--- src/rtl/instr_fetch_unit.sv ---
// Fetch stage: issues imem word requests, buffers in-order responses, feeds decode.
// Optional FETCH_MISALIGN_TRAP_EN halts fetch on a misaligned redirect target.
module instr_fetch_unit #(
    parameter int                ADDR_W     = 32,
    parameter int                DATA_W     = 32,
    parameter logic [ADDR_W-1:0] RESET_PC   = '0,
    parameter int                FIFO_DEPTH = 2
) (
    input  logic              clk,
    input  logic              rst,
    input  logic              redirect_valid,
    input  logic [ADDR_W-1:0] redirect_pc,
    output logic              imem_req_valid,
    input  logic              imem_req_ready,
    output logic [ADDR_W-1:0] imem_req_addr,
    input  logic              imem_rsp_valid,
    input  logic [DATA_W-1:0] imem_rsp_data,
`ifdef FETCH_MISALIGN_TRAP_EN
    output logic              fetch_misaligned,
`endif
    output logic              inst_valid,
    input  logic              inst_ready,
    output logic [DATA_W-1:0] inst_data,
    output logic [ADDR_W-1:0] inst_pc
);

    localparam int PW     = $clog2(FIFO_DEPTH);
    localparam int CW     = PW + 1;
    localparam int DISC_W = CW + 4;
    localparam logic [CW:0] DEPTH_C = (CW+1)'(FIFO_DEPTH);

    typedef enum logic {FETCH, HALT} state_t;

    state_t              state;
    logic [ADDR_W-1:0]   fetch_pc;
    logic [CW-1:0]       inflight;
    logic [CW-1:0]       count;
    logic [DISC_W-1:0]   discard;
    logic [PW-1:0]       head, tail;
    logic [PW-1:0]       pq_head, pq_tail;
    logic [DATA_W-1:0]   data_mem [FIFO_DEPTH];
    logic [ADDR_W-1:0]   pc_mem   [FIFO_DEPTH];
    logic [ADDR_W-1:0]   pq_mem   [FIFO_DEPTH];

    logic [CW:0]         used;
    logic                req_fire;
    logic                push;
    logic                pop;
    logic [ADDR_W-1:0]   target;

    // Credits cover both buffered and outstanding words, so a push never sees a full FIFO.
    assign used           = {1'b0, inflight} + {1'b0, count};
    assign imem_req_valid = !rst && state == FETCH && !redirect_valid && used < DEPTH_C;
    assign imem_req_addr  = fetch_pc;
    assign req_fire       = imem_req_valid && imem_req_ready;
    assign push           = imem_rsp_valid && discard == '0 && !redirect_valid;
    assign pop            = inst_valid && inst_ready && !redirect_valid;

    assign inst_valid = count != '0;
    assign inst_data  = data_mem[head];
    assign inst_pc    = pc_mem[head];

`ifdef FETCH_MISALIGN_TRAP_EN
    logic misaligned;
    assign misaligned = redirect_pc[1:0] != 2'b00;
    assign target     = redirect_pc;
`else
    assign target     = redirect_pc & ~ADDR_W'(3);
`endif

    always_ff @(posedge clk or posedge rst) begin
        if (rst) begin
            state    <= FETCH;
            fetch_pc <= RESET_PC;
            inflight <= '0;
            count    <= '0;
            discard  <= '0;
            head     <= '0;
            tail     <= '0;
            pq_head  <= '0;
            pq_tail  <= '0;
            for (int i = 0; i < FIFO_DEPTH; i++) begin
                data_mem[i] <= '0;
                pc_mem[i]   <= '0;
                pq_mem[i]   <= '0;
            end
`ifdef FETCH_MISALIGN_TRAP_EN
            fetch_misaligned <= 1'b0;
`endif
        end else if (redirect_valid) begin
            // Everything still owed by memory becomes discard; a same-cycle response is one of them.
            fetch_pc <= target;
            discard  <= discard + DISC_W'(inflight) - DISC_W'(imem_rsp_valid);
            inflight <= '0;
            count    <= '0;
            head     <= '0;
            tail     <= '0;
            pq_head  <= '0;
            pq_tail  <= '0;
`ifdef FETCH_MISALIGN_TRAP_EN
            state            <= misaligned ? HALT : FETCH;
            fetch_misaligned <= misaligned;
`else
            state <= FETCH;
`endif
        end else begin
            if (req_fire) begin
                fetch_pc        <= fetch_pc + ADDR_W'(4);
                pq_mem[pq_tail] <= fetch_pc;
                pq_tail         <= pq_tail + PW'(1);
            end
            if (imem_rsp_valid) begin
                if (discard != '0) begin
                    discard <= discard - DISC_W'(1);
                end else begin
                    data_mem[tail] <= imem_rsp_data;
                    pc_mem[tail]   <= pq_mem[pq_head];
                    tail           <= tail + PW'(1);
                    pq_head        <= pq_head + PW'(1);
                end
            end
            if (pop) begin
                head <= head + PW'(1);
            end
            inflight <= inflight + CW'(req_fire) - CW'(push);
            count    <= count + CW'(push) - CW'(pop);
        end
    end

endmodule
--- config.mk ---
export PLATFORM = sky130hd
export DESIGN_NAME = instr_fetch_unit
export DESIGN_NICKNAME = d
export VERILOG_FILES = /design/src/rtl/instr_fetch_unit.sv
export SDC_FILE = /design/constraint.sdc
export NUM_CORES = 1
export LEC_CHECK = 0
export ABC_AREA = 0
export BUFFER_PORTS_ARGS = -buffer_cell sky130_fd_sc_hd__buf_2
export CORE_ASPECT_RATIO = 1.2
export CORE_MARGIN = 2
export CORE_UTILIZATION = 50
export CTS_CLUSTER_SIZE = 12
export DETAILED_ROUTE_END_ITERATION = 16
export PLACE_DENSITY = 0.83
export SLEW_MARGIN = 25
export SYNTH_ARGS = -nofsm -noshare
export SYNTH_HDL_FRONTEND = slang
export SYNTH_SLANG_ARGS = --single-unit
--- constraint.sdc ---
create_clock -name clk -period 7.5 [get_ports clk]
set_input_delay 0.375 -clock clk [delete_from_list [all_inputs] [get_ports clk]]
set_output_delay 0.375 -clock clk [all_outputs]
set_load 0.02 [all_outputs]
After elaboration in Yosys (flattened, before gate mapping)
Cells that the tools add are included.
Cells by class
  order comparisons: 7
  reductions and logical operators: 22
  mux-type cells: 33
  equality and inequality tests: 1
  add/sub/neg operators: 13
  bitwise gates (word level): 6
Operators by type and width (count)
  two-way mux 32 bit: 13
  bitwise mux 64 bit: 3
  demux 32 bit (select 1 bit): 2
  adder 32 x 3 -> 32 bit, second input constant: 1
  two-way mux 6 bit: 3
  two-way mux 1 bit: 10
  nonzero test 2 bit: 5
  logical AND 1 bit: 9
  >= comparator 2 bit, second input constant: 4
  NOT 1 -> 2 bit: 4
  adder 6 x 2 -> 6 bit: 1
  zero test 6 bit: 1
  AND reduction 2 bit: 3
  nonzero test 6 bit: 1
  subtractor 6 x 1 -> 6 bit: 1
  subtractor 6 x 1 -> 6 bit, second input constant: 1
  adder 1 bit, second input constant: 4
  adder 2 x 1 -> 2 bit: 2
  less-than comparator 2 x 1 -> 1 bit, second input constant: 2
  two-way mux 2 bit: 2
  subtractor 2 x 1 -> 2 bit: 2
  adder 2 x 2 -> 3 bit: 1
  less-than comparator 3 x 2 -> 1 bit, second input constant: 1
  AND reduction 3 bit: 1
  3 further kinds: 5
Word-level totals
  word-level logic and storage cells: 96
  register bits: 238
  output and inout bits: 98

Logic depth before layout (Yosys ltp)
Gate-level depths: netlist of run 1.
  depth after elaboration: 7
  mapped depth: 11
  gate-level depth less buffers: 11

Worst setup path before layout of run 1
Ideal clock, no wire load.
  kind: flip-flop to flip-flop
  start: register count[0]
  end: register inflight[0]
  setup slack: 4.748 ns
  setup time: 0.132 ns
  clock period less this slack: 2.752 ns
  stages on the path, launching flop included: 11
  required time: 7.368 ns
  arrival: 2.620 ns
  path buffers: 1
  cell sequence: dfrtp_1 > and2_1 > fa_1 > or4_4 > nor2_8 > inv_2 > buf_1 > ha_1 > inv_1 > ha_1 > nor2b_1
On the way
  cells in the longest elaborated chain, start to end: 7
Ends and longest elaborated chain
  from (decl): RTL line 37  | logic [CW-1:0] count;
  from (signal assigned): RTL line 126  | count <= count + CW'(push) - CW'(pop);
  adder 2 x 2 -> 3 bit: RTL line 52  | assign used = {1'b0, inflight} + {1'b0, count};
  less-than comparator 3 x 2 -> 1 bit: RTL line 53  | assign imem_req_valid = !rst && state == FETCH && !redirect_valid && used < DEPTH_C;
  logical AND 1 bit: RTL line 53
  logical AND 1 bit: RTL line 55  | assign req_fire = imem_req_valid && imem_req_ready;
  adder 2 x 1 -> 2 bit: RTL line 125  | inflight <= inflight + CW'(req_fire) - CW'(push);
  subtractor 2 x 1 -> 2 bit: RTL line 125
  two-way mux 2 bit: RTL line 90  | end else if (redirect_valid) begin
  to (signal assigned): RTL line 125
  to (decl): RTL line 36  | logic [CW-1:0] inflight;
No other way between the ends.
A chain may end at the register's enable or synchronous reset.

Worst setup path in the final report of run 1
  start: register discard[3]
  end: register data_mem[63] (netlist bit)
On the way
  cells in the longest elaborated chain, start to end: 3
Ends and longest elaborated chain
  from (decl): RTL line 38  | logic [DISC_W-1:0] discard;
  from (signal assigned): RTL line 93  | discard <= discard + DISC_W'(inflight) - DISC_W'(imem_rsp_valid);
  from (signal assigned): RTL line 114  | discard <= discard - DISC_W'(1);
  nonzero test 6 bit: RTL line 113  | if (discard != '0) begin
  NOT 1 bit (no line)
  AND reduction 3 bit (no line)
  to (signal, indexed assignment): RTL line 116  | data_mem[tail] <= imem_rsp_data;
  to (decl): RTL line 41  | logic [DATA_W-1:0] data_mem [FIFO_DEPTH];
No other way between the ends.

==> flow_metrics.env, run 1 <==
export IMPL_synth_area_um2=10600
export IMPL_status="finished with violations"
export IMPL_die_area_um2=22300
export IMPL_synthFlopType="dfrtp_1"
export IMPL_drv_slew=0
export IMPL_overflow=0
export IMPL_drive_gt1_share_pct=36.6
export IMPL_cts_resized=0
export IMPL_fin_crit_ns=3.04
export IMPL_cpPeakStageDelay_ns=0.81
export IMPL_synthTopCellsByCount="dfrtp_1 (228), mux2_2 (176), nor2_1 (81)"
export IMPL_whs_ns=-0.0445
export IMPL_startpoint="discard[3]$_DFFE_PP0P_"
export IMPL_detail_route_wl_per_cell_um=18.0
export IMPL_end_kind="register"
export IMPL_cp_endpoint="data_mem[63]$_DFFE_PP0P_"
export IMPL_clockBufferDepth=3
export IMPL_root_buffer="clkbuf_16"
export IMPL_synth_most_common_cell="dfrtp_1"
export IMPL_ys_types=47
export IMPL_fin_ws_ns=4.46
export IMPL_vias=7537
export IMPL_firstDrtPassIters=8
export IMPL_htreeDepth=1
export IMPL_synthAdderAreaFrac_pct=2.63
export IMPL_ys_seq_elements=228
export IMPL_hold_violations=17
export IMPL_synth_simple_area_share_pct=9.09
export IMPL_gp_congestion=0.886
export IMPL_maxCapViolCount=0
export IMPL_cts_buffers=24
export IMPL_yosysSeqAreaShare_pct=53.9
export IMPL_fin_tns_setup_ns=0
export IMPL_crit_cells=6
export IMPL_synth_warnings=0
export IMPL_die_h_um=163
export IMPL_antenna_cells=0
export IMPL_antenna_found_initial=0
export IMPL_synth_edf_count=0
export IMPL_cp_cell_sequence="inv_1 -> ha_1 -> nand4_1 -> nor3_4 -> buf_4 -> mux2_2"
export IMPL_port_buffers=161
export IMPL_nets=1141
export IMPL_slowest_stage="buf_4"
export IMPL_crit_path_max_fanout=76
export IMPL_synth_compound_area_share_pct=7.89
export IMPL_setup_violations=0
export IMPL_synthMuxAreaShare_pct=21.8
export IMPL_cts_setup_buffers=0
export IMPL_core_area_um2=20800
export IMPL_drt_initial_drc_count=516
export IMPL_hold_buffers=0
export IMPL_synth_top_family_by_area="multiplexers"
export IMPL_finalCritPeriodShare_pct=40.5
export IMPL_hold_class="in2async"
export IMPL_max_vdd_ir_drop_mv=0.214
export IMPL_start_util_pct=50.8
export IMPL_r2r_start="discard[3]$_DFFE_PP0P_"
export IMPL_grt_pass1_wl_um=38400
export IMPL_vias_per_cell=5.67
export IMPL_worstPathRequired_ns=7.89
export IMPL_core_rowCount=58
export IMPL_worst_pin_slew_ns=0.957
export IMPL_synth_area_top_cells="dfrtp_1 (54%), mux2_2 (19%), a21oi_1 (3.3%)"
export IMPL_rsz0062_at_grt="false"
export IMPL_cp_arrival_ns=3.42
export IMPL_cts_tree="done"
export IMPL_worst_r2r_cell_count=6
export IMPL_leakage_nw=6.02
export IMPL_synth_top_area_share_pct=53.9
export IMPL_die_x_um=137
export IMPL_grt_pass1_vias=7720
export IMPL_path_clk_slew_ns=0.05
export IMPL_synth_xor_area_share_pct=1.24
export IMPL_yosys_area_top_type="dfrtp_1"
export IMPL_violations="hold timing"
export IMPL_cp_start_kind="register"
export IMPL_fin_skew_ns=0.00905
export IMPL_timing_rr_end="data_mem[63]$_DFFE_PP0P_"
export IMPL_crit_type="reg2reg"
export IMPL_grtUsageTotal_pct=21.5
export IMPL_ioPinCount=168
export IMPL_synthArstFlopShare_pct=100
export IMPL_clkLatencyLatePin_ns=0.51
export IMPL_avgSynthCellArea_um2=11.6
export IMPL_regToRegSetupSlack_ns=4.46
export IMPL_grt_max_degree=150
export IMPL_remaining_drc_errors=0
export IMPL_drt_total_wl_um=24000
export IMPL_cts_sinks=228
export IMPL_hpwl_um=15600
export IMPL_synthCells=909
export IMPL_relSlewSlack_pct=36.2
export IMPL_area_growth_pct=16.4
export IMPL_cp_num_buf_inv=2
export IMPL_path_delay_family="buffers and inverters"
export IMPL_p_per_area_nw_per_um2=314
export IMPL_final_antenna_net_count=0
export IMPL_place_ws_ns=4.24
export IMPL_fmax_ghz=0.329
## stage by stage
| stage | util (%) | power [mW] | area (µm²) | instances |
|---|---|---|---|---|
| 2_1_floorplan | - | 2.43 | 10600 | 912 |
| 3_3_place_gp | 55.5 | 2.71 | 11600 | 1294 |
| 3_5_place_dp | 55.5 | 2.76 | 11600 | 1294 |
| 4_1_cts | 59.1 | 3.90 | 12300 | 1330 |
| 5_1_grt | 59.1 | 4.09 | 12300 | 1330 |
| 6_report | 59.1 | 3.87 | 12300 | 1330 |
## power by group
part           switching [mW]  total, mW  leakage, nW  internal (mW)
Combinational           0.619       1.11         2.66          0.491
Sequential              0.161       1.64         3.00           1.48
Clock                   0.449       1.12        0.364          0.673
## sequential cells by signal (all words and copies together) (netlist names), 2 cells and up
register and count:
count 2, data_mem 64, pc_mem 60, inflight 2
pq_mem 60, imem_req_addr 30, discard 6
## area by class of cell
class	instances	area [µm²]
multi-input combinational	597	4540
sequential	228	5710
timing repair buffer	169	870
tap	270	338
inverter	30	125
fill	1714	8510
clock inverter	3	43.8
clock buffer	33	696
## cell usage in the layout (no fill, tap or decap), types with 2 or more instances in the layout
cell type and instances:
buf_4 7, o211ai_1 19, xnor2_1 9, mux2_2 176, dfrtp_1 226, and3_1 6
o21bai_1 2, or4_1 2, dfrtp_2 2, nor2_1 81, xor2_1 6, nor4_1 3
inv_1 28, or3_1 5, a32oi_1 3, nor2b_1 2, conb_1 4, o21ai_0 27
mux2i_1 32, buf_2 161, clkbuf_16 25, nand4_1 11, and2_1 2, fa_1 2
ha_1 19, nand2_1 61, a21oi_1 69, clkbuf_1 4, nand3_1 22, nor3_1 4
clkbuf_8 4, o311ai_0 13
## kinds of logic after synthesis
family	after synthesis
AND/OR/NAND/NOR	209
adder cells (fa/ha/maj)	21
flip-flops	228
AO/OA/AOI/OAI	140
multiplexers	208
other	1
XOR/XNOR	15
buffers and inverters	87
## worst min-delay path by stage
stage,from,to,slack [ns]
after floorplan,pq_mem[36]$_DFFE_PP0P_,pq_mem[36]$_DFFE_PP0P_,0.45
after global placement,pq_mem[57]$_DFFE_PP0P_,pq_mem[57]$_DFFE_PP0P_,0.46
after detailed placement,pq_mem[14]$_DFFE_PP0P_,pq_mem[14]$_DFFE_PP0P_,0.47
after CTS,redirect_pc[27],imem_req_addr[27]$_DFFE_PP0P_,0.06
after global routing,rst,count[0]$_DFF_PP0_,0.04
final,rst,count[0]$_DFF_PP0_,-0.04
## routing by layer
| metal | vias up | track usage (%) | wire length [µm] |
|---|---|---|---|
| met1 | 3745 | 26.5 | 9740 |
| li1 | 3481 | - | - |
| met4 | 0 | 8.24 | 672 |
| met3 | 46 | 3.20 | 1590 |
| met2 | 265 | 37.8 | 12000 |
| met5 | - | 0 | 0 |
Power figures use the tool's default switching activity.
==> run 2, diff against run 1 <==
--- a/config.mk
+++ b/config.mk
@@ -5,14 +5,14 @@
 export SDC_FILE = /design/constraint.sdc
 export NUM_CORES = 1
 export LEC_CHECK = 0
-export ABC_AREA = 0
+export ABC_AREA = 1
 export BUFFER_PORTS_ARGS = -buffer_cell sky130_fd_sc_hd__buf_2
 export CORE_ASPECT_RATIO = 1.2
 export CORE_MARGIN = 2
 export CORE_UTILIZATION = 50
 export CTS_CLUSTER_SIZE = 12
 export DETAILED_ROUTE_END_ITERATION = 16
-export PLACE_DENSITY = 0.83
+export PLACE_DENSITY = 0.85
 export SLEW_MARGIN = 25
 export SYNTH_ARGS = -nofsm -noshare
 export SYNTH_HDL_FRONTEND = slang
==> constraint.sdc (replaced) <==
create_clock -name clk -period 2.55 [get_ports clk]
set_input_delay 0.1275 -clock clk [delete_from_list [all_inputs] [get_ports clk]]
set_output_delay 0.1275 -clock clk [all_outputs]
set_load 0.02 [all_outputs]
==> run 2 against run 1 <==
The run now ends clean. Non-clock buffer count rose by 72. Combinational power grew to 3.4 times the previous value. Sequential power rose to 3.0 times the previous value. Setup slack lost 4.3 ns. Cell area increased by 11%. Critical path type unchanged. Largest cell class unchanged.
==> flow_metrics.env, run 2 <==
export IMPL_switching_power_mw=4.19
export IMPL_synth_area_top_cells="dfrtp_1 (51%), nand2_1 (17%), o21ai_0 (7.3%)"
export IMPL_path_clk_slew_ns=0.06
export IMPL_clkLatencyLatePin_ns=0.51
export IMPL_worst_pin_slew_ns=0.760
export IMPL_grt_pass1_vias=9505
export IMPL_final_antenna_net_count=0
export IMPL_final_common_cell="nand2_1"
export IMPL_cp_start_kind="register"
export IMPL_core_rowCount=60
export IMPL_maxCapViolCount=0
export IMPL_fin_cells=1870
export IMPL_fin_tns_setup_ns=0
export IMPL_worstPathRequired_ns=2.96
export IMPL_intPower_mw=7.84
export IMPL_yosysSeqAreaShare_pct=50.7
export IMPL_netSwitchingFraction_pct=34.8
export IMPL_synth_edf_count=0
export IMPL_root_buffer="clkbuf_16"
export IMPL_end_kind="register"
export IMPL_worst_r2r_cell_count=8
export IMPL_avgSynthCellArea_um2=8.16
export IMPL_power_frac_seq_pct=40.5
export IMPL_htreeDepth=1
export IMPL_synth_most_common_cell="nand2_1"
export IMPL_synthFlopType="dfrtp_1"
export IMPL_layout_common_cells="nand2_1 (517), dfrtp_1 (227), o21ai_0 (163)"
export IMPL_gp_congestion=0.891
export IMPL_comb_power_share_pct=31.0
export IMPL_synthCells=1379
export IMPL_drt_total_wl_um=27500
export IMPL_die_h_um=168
export IMPL_regMostFlops="data_mem"
export IMPL_synthTopCellsByCount="nand2_1 (517), dfrtp_1 (228), o21ai_0 (163)"
export IMPL_finalCritPeriodShare_pct=92.0
export IMPL_detail_route_wl_per_cell_um=14.7
export IMPL_reg_top3="data_mem x64, pc_mem x60, pq_mem x60"
export IMPL_max_vdd_ir_drop_mv=0.652
export IMPL_ys_seq_elements=228
export IMPL_grt_pass1_wl_um=45900
export IMPL_synth_warnings=0
export IMPL_fin_crit_ns=2.35
export IMPL_relSlewSlack_pct=49.4
export IMPL_status="complete, no violations"
export IMPL_hpwl_um=17700
export IMPL_cts_sinks=228
export IMPL_rsz0062_at_grt="false"
export IMPL_core_area_um2=22200
export IMPL_synth_area_um2=11200
export IMPL_antenna_found_initial=0
export IMPL_grtUsageTotal_pct=23.4
export IMPL_clockBufferDepth=3
export IMPL_whs_ns=0.0623
export IMPL_p_per_area_nw_per_um2=883
export IMPL_vias=9710
export IMPL_setup_violations=0
export IMPL_antenna_cells=0
export IMPL_cts_tree="done"
export IMPL_overflow=0
export IMPL_hold_depth=3
export IMPL_port_buffers=161
export IMPL_power_total_mw=12.0
export IMPL_ys_types=39
export IMPL_grt_max_degree=147
export IMPL_cp_arrival_ns=2.76
export IMPL_remaining_drc_errors=0
export IMPL_hold_class="in2reg"
export IMPL_fill_cells=1847
export IMPL_firstDrtPassIters=5
export IMPL_vias_per_cell=5.19
export IMPL_dp_cells=1768
export IMPL_crit_type="reg2reg"
export IMPL_yosys_area_top_type="dfrtp_1"
export IMPL_largest_reg_flops=64
export IMPL_cts_buffers=24
export IMPL_nets=1671
export IMPL_leakage_nw=6.86
export IMPL_cts_setup_buffers=0
export IMPL_ioPinCount=168
export IMPL_die_x_um=141
export IMPL_hold_violations=0
export IMPL_start_util_pct=50.6
export IMPL_fin_skew_ns=0.0150
export IMPL_drive_gt1_share_pct=15.9
export IMPL_crit_path_max_fanout=20
export IMPL_area_growth_pct=21.0
export IMPL_synth_top_area_share_pct=50.7
export IMPL_synthArstFlopShare_pct=100
export IMPL_fmax_ghz=0.426
export IMPL_pwr_share_clk_pct=28.4
export IMPL_die_area_um2=23700
export IMPL_drv_slew=0
export IMPL_drt_initial_drc_count=611
run 2: repair_timing:
action                                 4_1_cts  5_1_grt
hold buffers                                65        0
endpoints found under the hold margin      101        0
gates resized for setup                      0        1
setup endpoints to repair                    0        1
run 2: power groups by stage:
stage / sequential, mW / clock, mW / combinational (mW)
floorplan: 4.89 / 0 / 2.46
global placement: 4.88 / 0 / 3.49
detailed placement: 4.92 / 0 / 3.61
CTS: 4.86 / 3.50 / 3.73
global route: 4.97 / 3.65 / 4.17
finish: 4.87 / 3.42 / 3.73
run 2: worst paths after layout:
path | start | end | slack [ns]
setup / recovery | inflight[0]$_DFF_PP0_ | imem_req_addr[3]$_DFFE_PP0P_ | 0.20
hold / removal | imem_req_ready | imem_req_addr[9]$_DFFE_PP0P_ | 0.06
setup reg to reg | inflight[0]$_DFF_PP0_ | imem_req_addr[3]$_DFFE_PP0P_ | 0.20
hold reg to reg | data_mem[0]$_DFFE_PP0P_ | data_mem[0]$_DFFE_PP0P_ | 0.47
max in group asynchronous | rst | pc_mem[55]$_DFFE_PP0P_ | 1.23
min in group asynchronous | rst | data_mem[57]$_DFFE_PP0P_ | 0.33
run 2: cell type report:
cell class              instances  area (µm²)  share of cell area [%]
flip-flops and latches        228        5710                    41.9
multi-input cells             939        4620                    33.9
repair buffers                241        1620                    11.9
clock buffers                  33         686                    5.04
inverters                     146         557                    4.09
well taps                     279         349                    2.56
clock inverters                 4        70.1                   0.515
run 2: cell families (layout without fill, tap and decap cells):
family | Yosys count | count (layout) | share of synthesized area (%)
buffers and inverters | 215 | 424 | 8.62
AOI/OAI and AO/OA | 239 | 239 | 11.1
other | 1 | 4 | 0.0333
muxes | 30 | 30 | 3.00
DFF | 228 | 228 | 50.7
adders and majority gates | 21 | 21 | 2.47
and+or+nand+nor | 629 | 629 | 22.8
xor gates and xnor gates | 16 | 16 | 1.25
run 2: stage by stage:
step	worst slack [ns]	utilization, %	area (µm²)
CTS	0.188	61.2	13600
detailed placement	0.208	54.9	12200
floorplan	-2.39	-	11300
global route	0.111	61.3	13600
finish	0.205	61.3	13600
global placement	0.298	54.9	12200
run 2: routing by layer:
| layer | share of wire, % | track usage (%) | vias to the layer above |
|---|---|---|---|
| met5 | 0 | 0 | - |
| met4 | 2.4 | 6.70 | 0 |
| met3 | 5.7 | 3.13 | 65 |
| met2 | 48 | 38.8 | 339 |
| met1 | 44 | 32.5 | 4571 |
| li1 | - | - | 4735 |
run 2: worst max-delay path: stages, from the launching register on:
cell      delay, ns
dfrtp_1        0.42
nand2_1        0.08
inv_1          0.05
fa_1           0.43
nor2_1         0.25
nand4_4        0.23
nand2_2        0.36
inv_2          0.18
a211oi_1       0.24
